## config.mk

```make
export PLATFORM = sky130hd
export DESIGN_NAME = load_store_unit
export DESIGN_NICKNAME = d
export VERILOG_FILES = /design/src/rtl/load_store_unit_pkg.sv /design/src/rtl/load_store_unit_load_align.sv /design/src/rtl/load_store_unit.sv
export SDC_FILE = /design/constraint.sdc
export NUM_CORES = 1
export LEC_CHECK = 0
export CORE_MARGIN = 2
export CORE_UTILIZATION = 40
export DETAILED_ROUTE_END_ITERATION = 8
export PLACE_DENSITY = 0.84
export SETUP_SLACK_MARGIN = 0.5
export SLEW_MARGIN = 20
export SYNTH_ARGS = -nofsm -noshare
export SYNTH_HDL_FRONTEND = slang
export SYNTH_HIERARCHICAL = 1
export SYNTH_SLANG_ARGS = --single-unit
```

## constraint.sdc

```tcl
create_clock -name clk -period 3.4 [get_ports clk]
set_input_delay 0.51 -clock clk [delete_from_list [all_inputs] [get_ports clk]]
set_output_delay 0.51 -clock clk [all_outputs]
set_load 0.02 [all_outputs]
```

## src/rtl/load_store_unit_pkg.sv

```systemverilog
// Shared definitions for the load/store unit.
//   - RV32I funct3 width/sign codes for loads and stores
//   - FSM state encoding for the sub-word read-modify-write sequence
package load_store_unit_pkg;

  localparam logic [2:0] F3_B  = 3'b000;
  localparam logic [2:0] F3_H  = 3'b001;
  localparam logic [2:0] F3_W  = 3'b010;
  localparam logic [2:0] F3_BU = 3'b100;
  localparam logic [2:0] F3_HU = 3'b101;

  typedef enum logic {
    LSU_IDLE  = 1'b0,
    LSU_WRITE = 1'b1
  } lsu_state_t;

endpackage

```

## src/rtl/load_store_unit_load_align.sv

```systemverilog
// lsu_load_align: purely combinational lane select and sign/zero extension
// of a 32-bit little-endian memory word.
//   word   : raw memory word
//   lane   : byte address bits [1:0]
//   funct3 : RV32I load width/sign code
//   data   : extended result (0 for codes that are not loads)
module lsu_load_align
  import load_store_unit_pkg::*;
#(
  parameter int WIDTH = 32
) (
  input  logic [WIDTH-1:0] word,
  input  logic [1:0]       lane,
  input  logic [2:0]       funct3,
  output logic [WIDTH-1:0] data
);

  logic [7:0]  byte_sel;
  logic [15:0] half_sel;

  always_comb begin
    byte_sel = word[7:0];
    case (lane)
      2'd0: byte_sel = word[7:0];
      2'd1: byte_sel = word[15:8];
      2'd2: byte_sel = word[23:16];
      2'd3: byte_sel = word[31:24];
      default: byte_sel = word[7:0];
    endcase
    // Halfwords are only legal on even lanes, so lane[1] picks the half.
    half_sel = lane[1] ? word[31:16] : word[15:0];
  end

  always_comb begin
    data = '0;
    case (funct3)
      F3_B:    data = {{(WIDTH-8){byte_sel[7]}}, byte_sel};
      F3_BU:   data = {{(WIDTH-8){1'b0}}, byte_sel};
      F3_H:    data = {{(WIDTH-16){half_sel[15]}}, half_sel};
      F3_HU:   data = {{(WIDTH-16){1'b0}}, half_sel};
      F3_W:    data = word;
      default: data = '0;
    endcase
  end

endmodule

```

## src/rtl/load_store_unit.sv

```systemverilog
// load_store_unit: bridges the execute-stage byte address to a word-indexed
// data memory (combinational read, write at clock edge, no byte enables).
//   clk, reset            : clock, asynchronous active-high reset
//   mem_en, is_store      : access request and direction
//   funct3, addr          : RV32I width code and byte address
//   store_data            : rs2 value
//   load_data             : extended load result
//   stall                 : core holds PC/inputs while high (SB/SH first cycle)
//   fault, fault_addr     : illegal/misaligned access and its captured address
//   dm_addr, dm_wdata     : word index and write word to memory
//   dm_write, dm_read     : memory strobes (never both high)
//   dm_rdata              : memory read word
// SB/SH are done as read-modify-write: the IDLE cycle reads and merges into
// merge_reg, the WRITE cycle writes merge_reg back to held_idx.
module load_store_unit
  import load_store_unit_pkg::*;
#(
  parameter int WIDTH  = 32,
  parameter int ADDR_W = 9
) (
  input  logic              clk,
  input  logic              reset,
  input  logic              mem_en,
  input  logic              is_store,
  input  logic [2:0]        funct3,
  input  logic [WIDTH-1:0]  addr,
  input  logic [WIDTH-1:0]  store_data,
  output logic [WIDTH-1:0]  load_data,
  output logic              stall,
  output logic              fault,
  output logic [WIDTH-1:0]  fault_addr,
  output logic [ADDR_W-1:0] dm_addr,
  output logic [WIDTH-1:0]  dm_wdata,
  output logic              dm_write,
  output logic              dm_read,
  input  logic [WIDTH-1:0]  dm_rdata
);

  lsu_state_t        state, state_n;
  logic [WIDTH-1:0]  merge_reg;
  logic [ADDR_W-1:0] held_idx;

  logic [ADDR_W-1:0] idx;
  logic [1:0]        lane;
  logic              illegal;
  logic              misaligned;
  logic              load_en;
  logic              capture;
  logic              fault_cap;
  logic [WIDTH-1:0]  merged;
  logic [WIDTH-1:0]  aligned_data;

  assign idx  = addr[ADDR_W+1:2];
  assign lane = addr[1:0];

  // Access legality and alignment
  always_comb begin
    illegal = 1'b0;
    case (funct3)
      F3_B, F3_H, F3_W: illegal = 1'b0;
      F3_BU, F3_HU:     illegal = is_store;
      default:          illegal = 1'b1;
    endcase

    misaligned = 1'b0;
    case (funct3)
      F3_H, F3_HU: misaligned = lane[0];
      F3_W:        misaligned = (lane != 2'b00);
      default:     misaligned = 1'b0;
    endcase
  end

  // Sub-word merge of store_data into the word currently read from memory
  always_comb begin
    merged = dm_rdata;
    if (funct3 == F3_B) begin
      case (lane)
        2'd0: merged[7:0]   = store_data[7:0];
        2'd1: merged[15:8]  = store_data[7:0];
        2'd2: merged[23:16] = store_data[7:0];
        2'd3: merged[31:24] = store_data[7:0];
        default: merged = dm_rdata;
      endcase
    end else begin
      if (lane[1]) merged[31:16] = store_data[15:0];
      else         merged[15:0]  = store_data[15:0];
    end
  end

  lsu_load_align #(.WIDTH(WIDTH)) u_align (
    .word   (dm_rdata),
    .lane   (lane),
    .funct3 (funct3),
    .data   (aligned_data)
  );

  // Next-state and outputs; everything is forced quiet while reset is high.
  always_comb begin
    state_n   = state;
    dm_read   = 1'b0;
    dm_write  = 1'b0;
    stall     = 1'b0;
    fault     = 1'b0;
    dm_addr   = idx;
    dm_wdata  = store_data;
    load_en   = 1'b0;
    capture   = 1'b0;
    fault_cap = 1'b0;

    if (!reset) begin
      case (state)
        LSU_IDLE: begin
          if (mem_en) begin
            if (illegal || misaligned) begin
              fault     = 1'b1;
              fault_cap = 1'b1;
            end else if (!is_store) begin
              dm_read = 1'b1;
              load_en = 1'b1;
            end else if (funct3 == F3_W) begin
              dm_write = 1'b1;
            end else begin
              dm_read = 1'b1;
              stall   = 1'b1;
              capture = 1'b1;
              state_n = LSU_WRITE;
            end
          end
        end
        LSU_WRITE: begin
          dm_addr  = held_idx;
          dm_wdata = merge_reg;
          dm_write = 1'b1;
          state_n  = LSU_IDLE;
        end
        default: state_n = LSU_IDLE;
      endcase
    end
  end

  assign load_data = load_en ? aligned_data : '0;

  always_ff @(posedge clk or posedge reset) begin
    if (reset) begin
      state      <= LSU_IDLE;
      merge_reg  <= '0;
      held_idx   <= '0;
      fault_addr <= '0;
    end else begin
      state <= state_n;
      if (capture) begin
        merge_reg <= merged;
        held_idx  <= idx;
      end
      if (fault_cap) fault_addr <= addr;
    end
  end

endmodule
```

==> results of run 1 <==
[logic make-up (layout without fill, tap and decap cells)]
group | Yosys count | in the layout | synth area share
multiplexers | 75 | 75 | 0.1787
AND/OR/NAND/NOR | 218 | 218 | 0.1957
AO/OA/AOI/OAI | 130 | 130 | 0.2111
flip-flops | 74 | 74 | 0.3507
buffers and inverters | 60 | 283 | 0.06375
[placed cells by master (no fill, tap or decap), types with 2 or more instances in the layout]
master / n
sky130_fd_sc_hd__a211oi_1: 16
sky130_fd_sc_hd__a21o_1: 9
sky130_fd_sc_hd__a221oi_2: 8
sky130_fd_sc_hd__a222oi_1: 7
sky130_fd_sc_hd__a22oi_1: 24
sky130_fd_sc_hd__a2bb2o_1: 6
sky130_fd_sc_hd__and2_1: 32
sky130_fd_sc_hd__buf_12: 5
sky130_fd_sc_hd__buf_2: 22
sky130_fd_sc_hd__buf_4: 31
sky130_fd_sc_hd__buf_6: 5
sky130_fd_sc_hd__clkbuf_16: 13
sky130_fd_sc_hd__clkbuf_2: 8
sky130_fd_sc_hd__clkdlybuf4s50_1: 164
sky130_fd_sc_hd__clkinvlp_4: 6
sky130_fd_sc_hd__dfrtp_1: 74
sky130_fd_sc_hd__dlygate4sd2_1: 5
sky130_fd_sc_hd__dlymetal6s2s_1: 8
sky130_fd_sc_hd__inv_1: 12
sky130_fd_sc_hd__mux2_2: 18
sky130_fd_sc_hd__mux2_4: 34
sky130_fd_sc_hd__mux2i_1: 23
sky130_fd_sc_hd__nand2_1: 158
sky130_fd_sc_hd__nor2_1: 3
sky130_fd_sc_hd__nor2b_1: 2
sky130_fd_sc_hd__nor3b_4: 2
sky130_fd_sc_hd__o21ai_0: 10
sky130_fd_sc_hd__o21ai_1: 23
sky130_fd_sc_hd__o221ai_2: 7
sky130_fd_sc_hd__o22ai_2: 8
sky130_fd_sc_hd__o2bb2ai_1: 2
sky130_fd_sc_hd__or4bb_1: 7
[final cells by class]
type / count / area (sq um)
fillers: 1032 / 4731
multi-input cells: 423 / 3187
repair buffers: 253 / 2435
flip-flops and latches: 74 / 1852
clock buffers: 10 / 229.0
well taps: 172 / 215.2
clock inverters: 6 / 67.56
inverters: 14 / 57.56
[cell usage after synthesis (2+ instances only)]
| master | instances | area share |
|---|---|---|
| sky130_fd_sc_hd__a211oi_1 | 16 | 0.023 |
| sky130_fd_sc_hd__a21o_1 | 9 | 0.013 |
| sky130_fd_sc_hd__a221oi_2 | 9 | 0.026 |
| sky130_fd_sc_hd__a222oi_1 | 7 | 0.013 |
| sky130_fd_sc_hd__a22oi_1 | 24 | 0.034 |
| sky130_fd_sc_hd__a2bb2o_1 | 6 | 0.011 |
| sky130_fd_sc_hd__and2_1 | 33 | 0.039 |
| sky130_fd_sc_hd__buf_2 | 14 | 0.013 |
| sky130_fd_sc_hd__buf_4 | 5 | 0.0071 |
| sky130_fd_sc_hd__buf_6 | 10 | 0.021 |
| sky130_fd_sc_hd__clkbuf_1 | 17 | 0.012 |
| sky130_fd_sc_hd__dfrtp_1 | 74 | 0.35 |
| sky130_fd_sc_hd__inv_1 | 13 | 0.0092 |
| sky130_fd_sc_hd__mux2_2 | 18 | 0.038 |
| sky130_fd_sc_hd__mux2_4 | 34 | 0.097 |
| sky130_fd_sc_hd__mux2i_1 | 23 | 0.044 |
| sky130_fd_sc_hd__nand2_1 | 159 | 0.11 |
| sky130_fd_sc_hd__nor2_1 | 4 | 0.0028 |
| sky130_fd_sc_hd__nor2b_1 | 3 | 0.0036 |
| sky130_fd_sc_hd__nor3b_2 | 2 | 0.0047 |
| sky130_fd_sc_hd__o21ai_0 | 10 | 0.0095 |
| sky130_fd_sc_hd__o21ai_1 | 24 | 0.023 |
| sky130_fd_sc_hd__o221ai_2 | 7 | 0.020 |
| sky130_fd_sc_hd__o22ai_2 | 8 | 0.019 |
| sky130_fd_sc_hd__o2bb2ai_1 | 2 | 0.0033 |
| sky130_fd_sc_hd__or3b_1 | 2 | 0.0033 |
| sky130_fd_sc_hd__or4bb_1 | 7 | 0.015 |
[power groups by stage]
stage / registers [mW] / clock network, mW / logic [mW]
finish: 1.22 / 0.943 / 1.18
global route: 1.24 / 0.994 / 1.26
CTS: 1.22 / 0.953 / 1.16
detailed placement: 1.23 / 0 / 1.15
global placement: 1.22 / 0 / 1.12
floorplan: 1.31 / 0 / 0.534
[through the flow]
stage	utilization	power [mW]	setup TNS (ns)	cell area (sq um)	hold WS, ns
after floorplan	-	1.840	0	5286	0.4496
after global routing	0.6296	3.500	0	8043	0.5022
after CTS	0.6256	3.331	0	7991	0.4827
after detailed placement	0.5980	2.377	-2.768	7639	0.4682
final	0.6296	3.348	0	8043	0.4803
after global placement	0.5980	2.335	-0.7309	7639	0.4614
[timing repair]
action                     in CTS  in global routing
gates resized for setup        90                 63
hold buffers                    0                  0
setup endpoints to repair      37                 51
buffers inserted                1                  5
pin swaps                       2                  5
gates cloned                    0                  5
[routing by layer]
layer	up-vias	wire (microns)	GRT usage
met2	220	9329	0.4325
met3	39	1137	0.05843
li1	2421	-	-
met5	-	0	0
met1	2556	7635	0.3126
met4	0	476	0.07664
[path summary, 6_finish.rpt]
kind                             endpoint  depth (start not counted)          start  slack (ns)
max                           dm_wdata[8]                          8          reset        0.54
min                         merge_reg[25]                          1  merge_reg[25]        0.48
max reg2reg                fault_addr[13]                          5          state        1.34
min reg2reg                 merge_reg[25]                          1  merge_reg[25]        0.48
max in group asynchronous   merge_reg[12]                          4          reset        1.77
min in group asynchronous     held_idx[8]                          4          reset        1.05
==> results.txt, run 1 <==
The final setup skew is 0.003013 ns. After technology mapping, the gate count stands at about 560. The synthesized area per cell is 9.479 sq um. The routed via count came out at 5236. The repair_antennas step left the layout with diodes totalling 0. The switching power as a share of total power is 0.3146.

Counting flops with a built-in enable in the synthesized netlist gives 0. The number of nets at the end of the flow is between 800 and 900. The worst path buffer plus inverter count is 5.

The final routed wirelength across all metal layers came out at between 15000 and 20000 microns. The worst setup path is of the in -> out kind. The count of yosys warnings during synthesis came out at 6. For this run, the top clock speed supported by timing is between 300 and 400 MHz. The kind of cell with the highest combined delay along the critical path is buffers and inverters.

In this design, the stage delay of the slowest critical-path cell is between 0.6 and 0.7 ns. The post-synthesis net count came out at 660. The global-route wire length before repair came out at 28210 microns.

The top-level port count is ~210. The first-pass iteration count of the detailed router came out at 6. The routed wire length per instance is roughly 20 microns. The proportion of register bits with asynchronous set or reset after synthesis is 1.000. The width of the die is roughly 120 microns. The most used flip-flop cell after synthesis is sky130_fd_sc_hd__dfrtp_1.

The number of antenna violations at the first check in global routing came out at 0. The clock slew seen by the registers of the worst setup and hold paths came out at approximately 0.060 ns. Of the cells placed in the final design, the portion with a size suffix greater than 1 is 0.2385.

For this design, the sink count on the clock tree is 74. For this configuration, the core starts out at a cell density of 0.4134. The final routed DRC violation total is 0. The count of unique library cells instantiated by Yosys came out at between 40 and 50. The slowest stage of the critical path is the sky130_fd_sc_hd__clkdlybuf4s50_1 cell.

Counting I/O delays and the setup requirement, the final critical path takes around 2.9 ns. The max-slew violation count was 0. In this run, synthesis produced a sequential element count of 74. The post-placement worst setup slack is -0.1911 ns.

The part of the power in the clock network came out at 0.282. Once routing completed, OpenROAD measured the worst setup slack at between 0.5 and 0.6 ns. The maximum count of clock buffers along a single path came out at 2.

IR analysis of the VDD net gives a maximum drop of 405.7 uV. The die outline height is roughly 120 microns. The maximum level of the CTS H-tree came out at 3.

The flow ran to the end, and the final reports show no timing, DRC or antenna violations. The data arrival time of the critical path came out at 2.35 ns. The required time at the endpoint of the critical path is 2.89 ns. Setup repair after global routing could not meet its margin everywhere. The count of cells in the finished layout, fillers not included, comes to 952. The initialized floorplan defines 41 standard-cell rows. STA classifies the critical path startpoint as a primary input. The number of maximum-capacitance constraint violations is 0. In the finished design, the share of the clock period the worst path needs comes to 0.8406. The number of routed nets with antenna violations came out at 0. In this run, placement finished with an instance count of around 930.

The floorplan step defined a die boundary enclosing between 10000 and 15000 sq um. The placer congestion estimate is slightly below 0.9. The buffer type at the clock tree root is sky130_fd_sc_hd__clkbuf_16.

Walking the worst path, the cells encountered are clkdlybuf4s50_1, buf_4, clkinvlp_4, nand2_2, buf_12, nand2_1, nand2_1, clkdlybuf4s50_1. For this run, the register share of the synthesized area comes to 0.3507. The transition time of the tightest slew-check pin is between 0.9 and 1 ns. The number of endpoints with negative hold slack in the final report is 0.

The half-perimeter wire length after detailed placement is between 10000 and 15000 microns. For this design the total switching power over the nets is between 1 and 1.5 mW. The clock insertion delay at the later pin of the skew report is 0.34 ns. After synthesis the cells add up to 5280 sq um. The share of total power dissipated in sequential elements is 0.365. STA classifies the critical path endpoint as an output pin. The peak fanout along the critical path is 24. Entering global routing, the biggest net connects between 70 and 80 pins.

The overflow left after global routing is 0. The count of input and output buffers is between 200 and 250. The total area inside the core boundary comes to ~13000 sq um.

The number of global-route vias before repair came out at 5351. The area growth from synthesis to layout is 52.32%. The areal power density over the cells is roughly 420 nW/um^2. The path class of the tightest hold or removal check is reg -> reg. The aggregate global-route resource usage came out at 0.2513. The share of total power dissipated in combinational logic is 0.354.

The TritonCTS buffer count is 9. The number of design-rule violations left by the first detailed-router iteration came out at 655. In this run the static leakage power is ~3.8 nW. TritonCTS built the clock tree.

The setup violation total in the final timing report came out at 0. The internal portion of the total power is roughly 2.3 mW. The remaining max-slew budget at the tightest pin came out at 0.3762. The via-per-instance ratio is about 5.5.
Power figures use the tool's default switching activity.
==> inputs of run 2 (changes only) <==
--- a/config.mk
+++ b/config.mk
@@ -6,9 +6,9 @@
 export NUM_CORES = 1
 export LEC_CHECK = 0
 export CORE_MARGIN = 2
-export CORE_UTILIZATION = 40
+export CORE_UTILIZATION = 44
 export DETAILED_ROUTE_END_ITERATION = 8
-export PLACE_DENSITY = 0.84
+export PLACE_DENSITY = 0.87
 export SETUP_SLACK_MARGIN = 0.5
 export SLEW_MARGIN = 20
 export SYNTH_ARGS = -nofsm -noshare
==> constraint.sdc (replaced) <==
create_clock -name clk -period 2.96 [get_ports clk]
set_input_delay 0.444 -clock clk [delete_from_list [all_inputs] [get_ports clk]]
set_output_delay 0.444 -clock clk [all_outputs]
set_load 0.02 [all_outputs]
==> run 2 against run 1 <==
The run now ends with DRC left. First-iteration DRC count decreased by 13%. Cell count increased by 2.1%. Clock power up 29%. Count of clock-buffer cells in the layout rose by 2. Register-to-register slack worse by 0.47 ns. Setup slack lost 0.062 ns. Critical path depth rose by 2. Routed wire length increased by 11%. Core utilization grew 10 points. Largest cell class unchanged.
==> results.txt, run 2 (synthesis results as in run 1) <==
The multi-input gate area in the final layout was 3347 sq um (+5.0%). The first-pass iteration count of the detailed router came out at 9 (+3). The aggregate global-route resource usage came out at 0.3062 (+0.05489). The number of clock sinks seen by CTS is 74 (unchanged).

The width of the die is 113.5 microns (-4.5%). The transition time of the tightest slew-check pin came to 0.9250 ns (-0.01065 ns). The die outline height came out at 113.5 microns (-4.5%).

The total internal power is 2.821 mW (+23%). The areal power density over the cells was 467.4 nW/um^2 (+12%). The number of global-route vias before repair is 5902 (+10%).

The core region area is 11860 sq um (-7.1%). The area added between synthesis and finish is 64.98%. The proportion of power drawn by combinational gates came out at 0.355 (about the same).

The setup violation total in the final timing report came out at 0 (unchanged). The worst setup path is captured at an output pin. The number of routed nets with antenna violations was 0 (unchanged). The number of antenna violations at the first check in global routing is 2 (+2).

The final standard cell count with taps included and fillers excluded is 972 (+2.1%). The most common cell after layout, fill and taps aside is sky130_fd_sc_hd__clkdlybuf4s50_1. The checks that failed: DRC. The startpoint-to-endpoint class of the critical path is in -> out.

The required time at the endpoint of the critical path came out at 2.52 ns (-0.37 ns). The pin count of the biggest net entering global routing is 75 (unchanged). The die footprint came out at 12890 sq um (-8.8%).

The via-per-instance ratio came out at 5.785 (+5.2%). The min-delay analysis places its worst path in the category reg -> reg. The switching power as a share of total power came out at 0.3071 (-0.007525). The routed via count came out at 5623 (+7.4%). The number of buffers inserted by hold repair at cts was 0 (unchanged). The number of design-rule violations left by the first detailed-router iteration came out at 569 (-13%). The run finished, with violations left. Setup repair after global routing could not meet its margin everywhere.

The final setup skew is 0.007324 ns (+0.004311 ns). The routed wire length per instance came out at 21.13 microns (+8.3%). In this run the clock root is driven by a sky130_fd_sc_hd__clkbuf_16.

The peak fanout along the critical path came to 8 (-67%). The minimum setup slack in the final design came to 0.4798 ns (-0.06210 ns). The maximum level of the CTS H-tree is 3 (unchanged). The achievable clock frequency came out at approximately 400 MHz. In the layout the commonest cells are sky130_fd_sc_hd__clkdlybuf4s50_1, sky130_fd_sc_hd__nand2_1, sky130_fd_sc_hd__dfrtp_1.

The final routed DRC violation total came to 7 (+7). The half-perimeter wire length after detailed placement came out at 13890 microns (+3.3%). The leakage power of the design is 4.121 nW (+9.2%). The remaining max-slew budget at the tightest pin came out at 0.3833 (+0.007100). The count of input and output buffers was 211 (unchanged). The placer congestion estimate is 0.9701 (+9.2%).

The TritonCTS buffer count is 9 (unchanged). The fraction of layout cells with a size suffix above 1 came out at 0.3597 (+0.1212). The number of maximum-capacitance constraint violations came out at 0 (unchanged). The top-level port count came out at 212 (unchanged). The global-route wire length before repair was 30970 microns (+9.8%). The number of nets at the end of the flow is 921 (+4.9%). The smallest clock period supported by the final layout is computed as roughly 2.5 ns. The initial standard-cell utilization of the core is 0.4451 (+0.03179). The maximum count of clock buffers along a single path came out at 2 (unchanged). The number of endpoints with negative hold slack in the final report is 0 (unchanged). The max-slew violation count is 0 (unchanged). STA classifies the critical path startpoint as a primary input. The number of core rows is 40 (-2.4%). The clock insertion delay at the later pin of the skew report is 0.33 ns (about the same). The clock slew seen by the registers of the worst setup and hold paths came out at 0.06 ns (about the same). The data arrival time of the critical path is 2.04 ns (-0.31 ns).

The part of the power in registers is 0.346 (-0.019). The count of fill cells added during filler insertion is 812 (-21%). The net switching power is 1.250 mW (+19%). The part of the power in the clock network is 0.300 (+0.018).

The peak ir drop on the vdd network came out at 447.6 uV (+10%). The cell count after placement came out at 923 (-0.22%). The final routed wirelength across all metal layers came out at 20540 microns (+11%). The CTS tree is built. The post-route setup TNS is 0 ns (unchanged). The overflow left after global routing came out at 0 (unchanged). The post-placement worst setup slack was -0.2381 ns (-0.04702 ns).

The final critical-path share of the clock period came out at 0.8379. The area used by sequential logic in the layout came out at 1853 sq um (about the same).
==> run 2: final timing paths <==
| kind | start | slack (ns) | endpoint | cells past startpoint |
|---|---|---|---|---|
| hold / removal | merge_reg[18] | 0.48 | merge_reg[18] | 2 |
| min in group asynchronous | reset | 0.75 | held_idx[8] | 4 |
| setup / recovery | funct3[0] | 0.48 | load_data[12] | 10 |
| max in group asynchronous | reset | 1.57 | state | 4 |
| setup reg to reg | state | 0.87 | fault_addr[15] | 5 |
| hold reg to reg | merge_reg[18] | 0.48 | merge_reg[18] | 2 |
==> run 2: power by group through the flow <==
stage	logic (mW)	clock network, mW	registers [mW]
after global placement	1.33	0	1.39
after global routing	1.52	1.28	1.43
after CTS	1.41	1.23	1.40
final	1.44	1.22	1.41
after detailed placement	1.37	0	1.41
after floorplan	0.629	0	1.50
==> run 2: timing repair <==
item	4_1_cts	5_1_grt
resized for setup	230	68
setup endpoints to repair	77	71
gates cloned	8	0
hold endpoints to repair	0	0
pin swaps	9	5
buffers inserted	21	2
==> run 2: layout make-up <==
cell class              instances  area share
clock inverters                 4    0.008331
well taps                     147     0.02111
diodes                          2   0.0005745
flip-flops and latches         74      0.2127
clock buffers                  12     0.03059
inverters                      14    0.006464
repair buffers                296      0.3360
multi-input cells             423      0.3842
==> run 2: critical path: stages <==
cell                       delay, ns
sky130_fd_sc_hd__buf_6          0.10
sky130_fd_sc_hd__buf_8          0.13
sky130_fd_sc_hd__a221oi_4       0.32
sky130_fd_sc_hd__nor2_2         0.11
sky130_fd_sc_hd__nor3b_4        0.24
sky130_fd_sc_hd__buf_4          0.15
sky130_fd_sc_hd__buf_6          0.13
sky130_fd_sc_hd__buf_16         0.14
sky130_fd_sc_hd__and2_4         0.16
sky130_fd_sc_hd__buf_6          0.11
==> run 2: metal layers <==
metal | vias up | track usage | part of all wire
met5 | - | 0 | 0
met4 | 0 | 0.1439 | 0.043
met3 | 77 | 0.06057 | 0.073
met2 | 320 | 0.5397 | 0.51
met1 | 2714 | 0.3590 | 0.38
li1 | 2512 | - | -
==> run 2: metrics by stage <==
step	utilization	area, sq um	hold WS, ns	total power [mW]
after floorplan	-	5434	0.4496	2.129
after global placement	0.6692	7938	0.4628	2.722
after detailed placement	0.6692	7938	0.4665	2.783
after CTS	0.7234	8581	0.4872	4.049
after global routing	0.7344	8711	0.5116	4.232
final	0.7344	8711	0.4825	4.071
==> inputs of run 3 (changes only) <==
==> constraint.sdc (replaced) <==
create_clock -name clk -period 2.6 [get_ports clk]
set_input_delay 0.39 -clock clk [delete_from_list [all_inputs] [get_ports clk]]
set_output_delay 0.39 -clock clk [all_outputs]
set_load 0.02 [all_outputs]
==> run 3 against run 2 <==
The run now ends clean. Worst hold slack gained 0.0037 ns. First-iteration DRC count grew 0.88%. Via count grew 2.8%. Final area grew 1.1%. Clock skew shrank 0.0045 ns. Non-clock buffer count grew 29. Critical path depth is the same. Largest power group unchanged. Highest routed layer unchanged.
==> results.txt, run 3 (synthesis results as in run 1) <==
The minimum setup slack in the final design is 0.2050 ns (-0.2747 ns). For the finished layout, the period the worst path requires is around 2.4 ns. The overflow left after global routing came out at 0 (unchanged). The number of routed nets with antenna violations is 0 (unchanged).

The top-level port count came to 212 (unchanged). The TritonCTS buffer count is 9 (unchanged). In the layout the commonest cells are sky130_fd_sc_hd__nand2_1, sky130_fd_sc_hd__clkdlybuf4s50_1, sky130_fd_sc_hd__buf_4. The number of design-rule violations left by the first detailed-router iteration came out at 574 (+0.88%). The number of core rows came out at 40 (unchanged). The CTS tree is built. The worst setup path is launched from a primary input.

The via-per-instance ratio came out at 5.784 (about the same). The remaining max-slew budget at the tightest pin was 0.3878 (+0.004510). The global-route wire length before repair came out at 31570 microns (+1.9%). The clock slew seen by the registers of the worst setup and hold paths is 0.06 ns (about the same). The number of global-route vias before repair is 5975 (+1.2%). The worst path buffer plus inverter count came out at 6 (unchanged).

The post-placement worst setup slack is -0.4520 ns (-0.2139 ns). The final routed wirelength across all metal layers came out at 20480 microns (-0.26%). The initial standard-cell utilization of the core is 0.4451 (unchanged). The pin count of the biggest net entering global routing came out at 75 (unchanged). The post-route setup TNS came out at 0 ns (unchanged). The data arrival time of the critical path was 2.00 ns (-0.04 ns). The achievable clock frequency came out at between 400 and 500 MHz. Setup repair after global routing could not meet its margin everywhere. The final setup skew is 0.002801 ns (-0.004523 ns).

The peak ir drop on the vdd network came out at 402.5 uV (-10%). The core region area is 11860 sq um (unchanged). The library cell used most frequently in the layout, excluding fill and tap cells, is sky130_fd_sc_hd__nand2_1. From synthesis to final layout, the design area changed by 66.85%. The number of nets at the end of the flow came out at 950 (+3.1%). The final critical-path share of the clock period is 0.9211. The delay of the slowest critical-path stage came out at 0.41 ns (+0.09 ns). The max-slew violation count was 0 (unchanged). The routed via count came out at 5778 (+2.8%). Walking the worst path, the cells encountered are buf_12, buf_12, buf_6, or3b_4, buf_4, buf_4, o221ai_2, a222oi_1, and2_4, buf_6.

The areal power density over the cells came to 526.6 nW/um^2 (+13%). The number of clock sinks seen by CTS is 74 (unchanged). The area used by sequential logic in the layout is 1853 sq um (unchanged). The run finished with clean final reports.

The number of maximum-capacitance constraint violations is 0 (unchanged). The first-pass iteration count of the detailed router is 8 (-1). The final routed DRC violation total is 0 (-7). The startpoint-to-endpoint class of the critical path is in -> out. The number of antenna violations at the first check in global routing came to 0 (-2). The width of the die is 113.5 microns (unchanged).

Grouping stages by cell kind, the critical path spends the most delay in buffers and inverters. The maximum count of clock buffers along a single path was 2 (unchanged). The fraction of layout cells with a size suffix above 1 is 0.4390 (+0.07931). The clock insertion delay at the later pin of the skew report is 0.33 ns (about the same). The placer congestion estimate came out at 0.9142 (-5.8%). The number of endpoints with negative hold slack in the final report is 0 (unchanged). The transition time of the tightest slew-check pin came out at 0.9182 ns (-0.006765 ns). The count of fill cells added during filler insertion came out at 803 (-1.1%). The total inserted antenna cells was 0 (-2). STA classifies the critical path endpoint as an output pin. The count of input and output buffers came out at 211 (unchanged).

The die outline height is 113.5 microns (unchanged). The tree is rooted in a sky130_fd_sc_hd__clkbuf_16. The die footprint came to 12890 sq um (unchanged). The class of the worst hold path is reg -> reg. The routed wire length per instance came out at 20.50 microns (-3.0%). The leakage power of the design is 4.221 nW (+2.4%).

The setup violation total in the final timing report came to 0 (unchanged). The half-perimeter wire length after detailed placement came out at 13950 microns (+0.40%). The required time at the endpoint of the critical path is 2.21 ns (-0.31 ns). The multi-input gate area in the final layout was 3377 sq um (+0.90%).

The peak fanout along the critical path came out at 4 (-4). The maximum level of the CTS H-tree came to 3 (unchanged). The aggregate global-route resource usage is 0.3128 (+0.006587). The slowest stage of the critical path belongs to the cell sky130_fd_sc_hd__a222oi_1.
## run 3: changes by cell type in the layout (fill, tap and decap cells not counted), sizes merged, moves of 2 or more
cell,change
dlygate4sd2,-32
clkbuf,+37
dlymetal6s2s,-3
diode,-2
buf,+33
clkdlybuf4s50,-6
## run 3: tightest hold or removal path, cell delays in order, from the launching register on
cell	delay, ns
sky130_fd_sc_hd__dfrtp_1	0.34
sky130_fd_sc_hd__nand2_1	0.05
sky130_fd_sc_hd__o21ai_1	0.06
## run 3: per-layer routing
| layer | vias to the layer above | GRT usage | part of all wire |
|---|---|---|---|
| met5 | - | 0 | 0 |
| met4 | 0 | 0.1463 | 0.051 |
| met3 | 104 | 0.08448 | 0.091 |
| met2 | 361 | 0.5325 | 0.49 |
| met1 | 2756 | 0.3686 | 0.37 |
| li1 | 2557 | - | - |
## run 3: layout make-up
| type | count | area share |
|---|---|---|
| Clock buffer | 12 | 0.02912 |
| Clock inverter | 4 | 0.008379 |
| Inverter | 14 | 0.007811 |
| Multi-Input combinational cell | 423 | 0.3833 |
| Sequential cell | 74 | 0.2103 |
| Tap cell | 147 | 0.02088 |
| Timing Repair Buffer | 325 | 0.3402 |
## run 3: final timing paths
kind	to	slack, ns	start	cells past startpoint
max	load_data[0]	0.21	addr[0]	10
min	merge_reg[5]	0.49	merge_reg[5]	2
max reg2reg	fault_addr[13]	0.61	state	5
min reg2reg	merge_reg[5]	0.49	merge_reg[5]	2
max in group asynchronous	state	1.20	reset	4
min in group asynchronous	merge_reg[0]	0.78	reset	4
## run 3: power by group
group | internal, mW | switching (mW) | total, mW
clock network | 0.893 | 0.478 | 1.37
registers | 1.43 | 0.164 | 1.60
logic | 0.883 | 0.789 | 1.67
## run 3: through the flow
step	area (sq um)	hold WS [ns]	util	std cells	power, mW
5_1_grt	8810	0.5054	0.7427	999	4.841
3_5_place_dp	8090	0.4680	0.6821	945	3.181
3_3_place_gp	8090	0.4642	0.6821	945	3.117
2_1_floorplan	5434	0.4496	-	557	2.424
6_report	8810	0.4862	0.7427	999	4.639
4_1_cts	8947	0.4476	0.7543	993	4.638
## run 3: timing repair
action | CTS | global route
buffers inserted | 26 | 6
hold buffers | 0 | 0
setup endpoints to repair | 141 | 76
gates resized for setup | 303 | 107
pin swaps | 27 | 14
cloned | 6 | 0
